<file path="config.mk">
export PLATFORM = sky130hd
export DESIGN_NAME = alu_exec_unit
export DESIGN_NICKNAME = d
export VERILOG_FILES = /design/src/rtl/alu_pkg.sv /design/src/rtl/alu_op_decoder.sv /design/src/rtl/alu_exec_unit.sv
export SDC_FILE = /design/constraint.sdc
export NUM_CORES = 2
export LEC_CHECK = 0
export BUFFER_PORTS_ARGS = -buffer_cell sky130_fd_sc_hd__clkbuf_2
export CORE_UTILIZATION = 45
export DETAILED_ROUTE_END_ITERATION = 10
export PLACE_DENSITY = 0.58
export SYNTH_ARGS = -nofsm -noshare
export SYNTH_HDL_FRONTEND = slang
export SYNTH_HIERARCHICAL = 1
export SYNTH_SLANG_ARGS = --single-unit
</file>
<file path="constraint.sdc">
create_clock -name clk -period 7.2 [get_ports clk]
set_input_delay 0.72 -clock clk [delete_from_list [all_inputs] [get_ports clk]]
set_output_delay 0.72 -clock clk [all_outputs]
set_load 0.005 [all_outputs]
</file>
<file path="src/rtl/alu_pkg.sv">
// Shared encodings for the execute stage: ALUOp/funct3 constants, decoded op set
// and the sequencer state type.
package alu_pkg;

    localparam logic [1:0] ALUOP_ADD   = 2'b00;
    localparam logic [1:0] ALUOP_SUB   = 2'b01;
    localparam logic [1:0] ALUOP_RTYPE = 2'b10;
    localparam logic [1:0] ALUOP_PASSB = 2'b11;

    localparam logic [2:0] F3_ADDSUB = 3'b000;
    localparam logic [2:0] F3_SLL    = 3'b001;
    localparam logic [2:0] F3_SLT    = 3'b010;
    localparam logic [2:0] F3_SLTU   = 3'b011;
    localparam logic [2:0] F3_XOR    = 3'b100;
    localparam logic [2:0] F3_SR     = 3'b101;
    localparam logic [2:0] F3_OR     = 3'b110;
    localparam logic [2:0] F3_AND    = 3'b111;

    localparam logic [2:0] F3_MUL    = 3'b000;
    localparam logic [2:0] F3_MULH   = 3'b001;
    localparam logic [2:0] F3_MULHSU = 3'b010;
    localparam logic [2:0] F3_MULHU  = 3'b011;
    localparam logic [2:0] F3_DIV    = 3'b100;
    localparam logic [2:0] F3_DIVU   = 3'b101;
    localparam logic [2:0] F3_REM    = 3'b110;
    localparam logic [2:0] F3_REMU   = 3'b111;

    typedef enum logic [4:0] {
        OP_ADD, OP_SUB, OP_SLL, OP_SLT, OP_SLTU, OP_XOR, OP_SRL, OP_SRA, OP_OR, OP_AND,
        OP_MUL, OP_MULH, OP_MULHSU, OP_MULHU, OP_DIV, OP_DIVU, OP_REM, OP_REMU,
        OP_PASSB
    } alu_op_t;

    typedef enum logic [1:0] {IDLE, MUL, DIV, FIN} exec_state_t;

    function automatic logic is_mul_op(input alu_op_t op);
        return op inside {OP_MUL, OP_MULH, OP_MULHSU, OP_MULHU};
    endfunction

    function automatic logic is_div_op(input alu_op_t op);
        return op inside {OP_DIV, OP_DIVU, OP_REM, OP_REMU};
    endfunction

endpackage

</file>
<file path="src/rtl/alu_op_decoder.sv">
// Combinational ALUOp/funct3/funct7/op5 decode into the execute op set.
module alu_op_decoder
    import alu_pkg::*;
#(
    parameter bit ENABLE_M = 1'b1
) (
    input  logic [1:0] ALUOp,
    input  logic [2:0] funct3,
    input  logic       op5,
    input  logic       funct7_5,
    input  logic       funct7_0,
    output alu_op_t    op
);

    always_comb begin
        op = OP_ADD;
        case (ALUOp)
            ALUOP_ADD:   op = OP_ADD;
            ALUOP_SUB:   op = OP_SUB;
            ALUOP_PASSB: op = OP_PASSB;
            default: begin
                if (ENABLE_M && op5 && funct7_0) begin
                    case (funct3)
                        F3_MUL:    op = OP_MUL;
                        F3_MULH:   op = OP_MULH;
                        F3_MULHSU: op = OP_MULHSU;
                        F3_MULHU:  op = OP_MULHU;
                        F3_DIV:    op = OP_DIV;
                        F3_DIVU:   op = OP_DIVU;
                        F3_REM:    op = OP_REM;
                        default:   op = OP_REMU;
                    endcase
                end else begin
                    case (funct3)
                        F3_ADDSUB: op = (op5 && funct7_5) ? OP_SUB : OP_ADD;
                        F3_SLL:    op = OP_SLL;
                        F3_SLT:    op = OP_SLT;
                        F3_SLTU:   op = OP_SLTU;
                        F3_XOR:    op = OP_XOR;
                        F3_SR:     op = funct7_5 ? OP_SRA : OP_SRL;
                        F3_OR:     op = OP_OR;
                        default:   op = OP_AND;
                    endcase
                end
            end
        endcase
    end

endmodule

</file>
<file path="src/rtl/alu_exec_unit.sv">
// Execute stage: single-cycle RV32I ops plus iterative shift-add multiply and
// restoring divide behind a valid/ready handshake.
module alu_exec_unit
    import alu_pkg::*;
#(
    parameter int unsigned XLEN     = 32,
    parameter bit          ENABLE_M = 1'b1
) (
    input  logic            clk,
    input  logic            rst_n,
    input  logic            in_valid,
    output logic            in_ready,
    input  logic [1:0]      ALUOp,
    input  logic [2:0]      funct3,
    input  logic            op5,
    input  logic            funct7_5,
    input  logic            funct7_0,
    input  logic [XLEN-1:0] a,
    input  logic [XLEN-1:0] b,
    output logic            out_valid,
    output logic [XLEN-1:0] result,
    output logic            zero,
    output logic            lt,
    output logic            ltu
);

    localparam int unsigned SHW = $clog2(XLEN);
    localparam int unsigned CW  = $clog2(XLEN + 1);

    exec_state_t       state, state_nx;
    alu_op_t           dec_op, op_q;
    logic              accept;
    logic              mul_op, div_op, fast, iter;
    logic              sa, sb, neg, neg_q;
    logic [XLEN-1:0]   ma, mb, md;
    logic [XLEN-1:0]   alu_res, fin_res, qv, rv;
    logic [2*XLEN-1:0] prod, full;
    logic [XLEN-1:0]   quo;
    logic [XLEN:0]     rem, rem_sh, rem_diff, mul_sum;
    logic [CW-1:0]     cnt;
    logic              zero_p, lt_p, ltu_p;
    logic [SHW-1:0]    shamt;

    alu_op_decoder #(.ENABLE_M(ENABLE_M)) u_dec (
        .ALUOp    (ALUOp),
        .funct3   (funct3),
        .op5      (op5),
        .funct7_5 (funct7_5),
        .funct7_0 (funct7_0),
        .op       (dec_op)
    );

    assign in_ready = (state == IDLE) && rst_n;
    assign accept   = in_valid && in_ready;
    assign shamt    = b[SHW-1:0];

    always_comb begin
        mul_op = is_mul_op(dec_op);
        div_op = is_div_op(dec_op);
        sa     = (dec_op inside {OP_MULH, OP_MULHSU, OP_DIV, OP_REM}) && a[XLEN-1];
        sb     = (dec_op inside {OP_MULH, OP_DIV, OP_REM}) && b[XLEN-1];
        ma     = sa ? -a : a;
        mb     = sb ? -b : b;
        neg    = (dec_op == OP_REM) ? sa : (sa ^ sb);
        // Zero divisor and MIN/-1 bypass the divider entirely
        fast   = div_op && ((b == '0) ||
                 ((dec_op inside {OP_DIV, OP_REM}) && (a == {1'b1, {(XLEN-1){1'b0}}}) && (b == '1)));
        iter   = mul_op || (div_op && !fast);
    end

    always_comb begin
        alu_res = '0;
        case (dec_op)
            OP_ADD:            alu_res = a + b;
            OP_SUB:            alu_res = a - b;
            OP_SLL:            alu_res = a << shamt;
            OP_SLT:            alu_res = XLEN'($signed(a) < $signed(b));
            OP_SLTU:           alu_res = XLEN'(a < b);
            OP_XOR:            alu_res = a ^ b;
            OP_SRL:            alu_res = a >> shamt;
            OP_SRA:            alu_res = $signed(a) >>> shamt;
            OP_OR:             alu_res = a | b;
            OP_AND:            alu_res = a & b;
            OP_PASSB:          alu_res = b;
            OP_DIV, OP_DIVU:   alu_res = (b == '0) ? '1 : a;
            OP_REM, OP_REMU:   alu_res = (b == '0) ? a : '0;
            default:           alu_res = '0;
        endcase
    end

    always_comb begin
        mul_sum  = {1'b0, prod[2*XLEN-1:XLEN]} + (prod[0] ? {1'b0, md} : '0);
        rem_sh   = (rem << 1) | {{XLEN{1'b0}}, quo[XLEN-1]};
        rem_diff = rem_sh - {1'b0, md};
        full     = neg_q ? -prod : prod;
        qv       = neg_q ? -quo : quo;
        rv       = neg_q ? -rem[XLEN-1:0] : rem[XLEN-1:0];
        case (op_q)
            OP_MUL:            fin_res = full[XLEN-1:0];
            OP_DIV, OP_DIVU:   fin_res = qv;
            OP_REM, OP_REMU:   fin_res = rv;
            default:           fin_res = full[2*XLEN-1:XLEN];
        endcase
    end

    always_comb begin
        state_nx = state;
        case (state)
            IDLE:     if (accept && iter) state_nx = mul_op ? MUL : DIV;
            MUL, DIV: if (cnt == CW'(1)) state_nx = FIN;
            default:  state_nx = IDLE;
        endcase
    end

    always_ff @(posedge clk) begin
        if (!rst_n) state <= IDLE;
        else        state <= state_nx;
    end

    always_ff @(posedge clk) begin
        if (!rst_n) begin
            out_valid <= 1'b0;
            result    <= '0;
            zero      <= 1'b0;
            lt        <= 1'b0;
            ltu       <= 1'b0;
            cnt       <= '0;
            op_q      <= OP_ADD;
            neg_q     <= 1'b0;
            md        <= '0;
            prod      <= '0;
            quo       <= '0;
            rem       <= '0;
            zero_p    <= 1'b0;
            lt_p      <= 1'b0;
            ltu_p     <= 1'b0;
        end else begin
            out_valid <= 1'b0;
            case (state)
                IDLE: if (accept) begin
                    op_q   <= dec_op;
                    neg_q  <= neg;
                    zero_p <= (a == b);
                    lt_p   <= $signed(a) < $signed(b);
                    ltu_p  <= a < b;
                    if (iter) begin
                        cnt <= CW'(XLEN);
                        if (mul_op) begin
                            md   <= ma;
                            prod <= {{XLEN{1'b0}}, mb};
                        end else begin
                            md   <= mb;
                            quo  <= ma;
                            rem  <= '0;
                        end
                    end else begin
                        result    <= alu_res;
                        out_valid <= 1'b1;
                        zero      <= (a == b);
                        lt        <= $signed(a) < $signed(b);
                        ltu       <= a < b;
                    end
                end
                MUL: begin
                    prod <= {mul_sum, prod[XLEN-1:1]};
                    cnt  <= cnt - CW'(1);
                end
                DIV: begin
                    quo <= {quo[XLEN-2:0], ~rem_diff[XLEN]};
                    rem <= rem_diff[XLEN] ? rem_sh : rem_diff;
                    cnt <= cnt - CW'(1);
                end
                default: begin
                    result    <= fin_res;
                    out_valid <= 1'b1;
                    zero      <= zero_p;
                    lt        <= lt_p;
                    ltu       <= ltu_p;
                end
            endcase
        end
    end

endmodule

</file>
==> metrics <==
status finished with violations; failing checks design-rule violations, max-capacitance violations, max-slew violations; Fin Hold WS 0.449 ns; Std-Cell Rows 88; Worst setup SP type input pin; Cell variety after synth 92; Final Setup Violations 0; drt total wl 140000 um; crit-path max FO 10; syn nets 3849; initial drt markers 4279; top post-synthesis cells by area dfxtp_1 16%, ha_1 8.5%, xnor2_1 5.8%; Post-Syn Instances 3593; HPWL Detailed 107000 um; vias in the first global route 28825; Post-synth top flop dfxtp_1; IO buf count 111; measured slew at the worst slew-check pin 1.58 ns; unrepaired setup endpoints after global routing false; ratio of cells with drive above 1 in the final layout 9.94%; cell taking the most area after synthesis dfxtp_1; Remaining Overflow, GRT 0; H-tree levels 1; Ys Warns 6; WL/cell 32.4 um; Post-synth ARST share 0%; Max Fclk 192 MHz; # DRC 2; kind of critical path input pin to register; EDFF count, synth 0; fin crit share 72.2%; CTS Sinks 213; Leak 0.0111 uW; fin. max-slew vios 3; Cells after DPL 4259; Final Total Pwr 5650 uW; Hold Buf Count CTS 0; Die Ht 243 um; IO Pins 112; post-synth top area share 16.3%; endpoints failing hold 0; First-pass DRT Iterations 11; Num CTS Buffers 26; GRT Total Usage 45.4%; mapped cell area 26200 um2; CTS root buf clkbuf_16; first-pass GRT wire length 200000 um; initial antenna violation count 5; CTS tree done; Die Wd 243 um; TNS Setup 0 ns; # resized after CTS 0; GP Congestion 1.17; Seq/Total Area, Yosys 16.3%; nets 3778; Starting Density 45.5%; final worst slack 2.00 ns; clock slew seen by the registers of the worst setup and hold paths 0.06 ns; Hold Path Class register to register; worst clock skew 0.0179 ns; Peak VDD IR 0.000157 V; synthesis-to-finish area growth 7.31%; die area 59200 um2; Antenna Nets Post-Route 0; Yosys reg bits 213; Worst EP required 7.65 ns; Clock Path Buffers 3; largest net degree at the start of global routing 80; CP endpoint kind register; dpl ws 1.68 ns; post-CTS setup buffers 0; headroom to the max-slew limit -6.25%; drt via density 7.11; Tmin final 5.20 ns; Vias 30654; core area 57600 um2; Mapped Avg Cell Area 7.29 um2; worst-skew pair later-pin latency 0.57 ns; Final Non-Filler Cells 4309; CP arrival 5.65 ns; Max Cap Violations 1; Power Density 201 nW/um2
## power breakdown
group	internal [uW]	leakage [uW]	switching, uW
Sequential	1300	0.00173	182
Combinational	888	0.00897	1890
Clock	810	0.000430	583
Total	3000	0.0111	2650
## cell type report
type                            count  area [um2]
Antenna cell                        3        7.51
Clock buffer                       39         771
Clock inverter                      8         101
Fill cell                        5775       29500
Inverter                          164         618
Multi-Input combinational cell   2937       20300
Sequential cell                   213        4270
Tap cell                          765         957
Timing Repair Buffer              180        1080
## layer usage
layer | up-vias | track usage, % | share of wire [%]
li1 | 13242 | - | -
met1 | 14720 | 56.3 | 38
met2 | 2180 | 68.3 | 42
met3 | 506 | 11.2 | 12
met4 | 6 | 32.8 | 8.7
met5 | - | 0.327 | 0.036
## synthesized netlist by cell type (44+ instances only)
| library cell | count |
|---|---|
| o31ai_1 | 74 |
| o21ai_0 | 254 |
| nor3_1 | 64 |
| dfxtp_1 | 213 |
| a21oi_1 | 291 |
| clkbuf_1 | 241 |
| ha_1 | 177 |
| mux2i_1 | 73 |
| xor2_1 | 72 |
| nand3_1 | 69 |
| a22oi_1 | 44 |
| inv_1 | 157 |
| nand2_1 | 350 |
| o211ai_1 | 68 |
| mux4_2 | 59 |
| nor2_1 | 342 |
| a221oi_1 | 75 |
| xnor2_1 | 173 |
| a21o_1 | 57 |
## cells by family after synthesis
kind of cell,Yosys count,synth area share [%]
XOR/XNOR,245,8.19
AND/OR/NAND/NOR,1129,20.4
AO/OA/AOI/OAI,1241,31.7
buffers and inverters,443,6.44
flip-flops,213,16.3
adder cells (fa/ha/maj),181,8.76
multiplexers,141,8.25
## critical path, stage by stage
cell and delay [ns]:
clkbuf_2 0.45, inv_1 0.32, ha_1 0.32, fa_1 0.46
o21bai_1 0.24, a21oi_1 0.12, o211ai_1 0.36, nand2_1 0.27
o311ai_0 0.92, a21oi_1 0.44, a2111oi_0 0.54, a21oi_1 0.14
a221o_1 0.34
## sequential cells by signal, indices dropped and copies added, names as in the netlist
name / flops
ltu_p: 1
op_q: 5
neg_q: 1
quo: 32
result: 32
state: 2
zero_p: 1
prod: 64
out_valid: 1
md: 32
zero: 1
lt_p: 1
rem: 32
ltu: 1
cnt: 6
lt: 1
## layout by cell type (no fill, tap or decap), drive strengths merged, types with 69 or more instances in the layout
| cell type | netlist | layout |
|---|---|---|
| nor2 | 343 | 343 |
| xor2 | 72 | 72 |
| dfxtp | 213 | 213 |
| xnor2 | 173 | 173 |
| a221oi | 75 | 75 |
| clkbuf | 241 | 148 |
| a21oi | 293 | 293 |
| inv | 160 | 162 |
| ha | 177 | 177 |
| o31ai | 75 | 75 |
| nand3 | 69 | 69 |
| mux2i | 73 | 73 |
| o21ai | 260 | 260 |
| nand2 | 350 | 350 |
| buf | 38 | 71 |
## path summary, 6_finish.rpt
kind / startpoint / to / slack [ns] / cells past startpoint
setup / recovery: a[0] / result[28] / 2.00 / 13
hold / removal: md[5] / md[5] / 0.45 / 2
setup reg to reg: quo[31] / rem[30] / 2.10 / 15
hold reg to reg: md[5] / md[5] / 0.45 / 2
## per-stage QoR
stage                     area, um2  util, %
after floorplan               26200        -
after global placement        27200     47.3
after detailed placement      27200     47.3
after CTS                     28100     48.8
after global routing          28100     48.8
final                         28100     48.8
No activity file was read; power rests on OpenSTA's default activity.
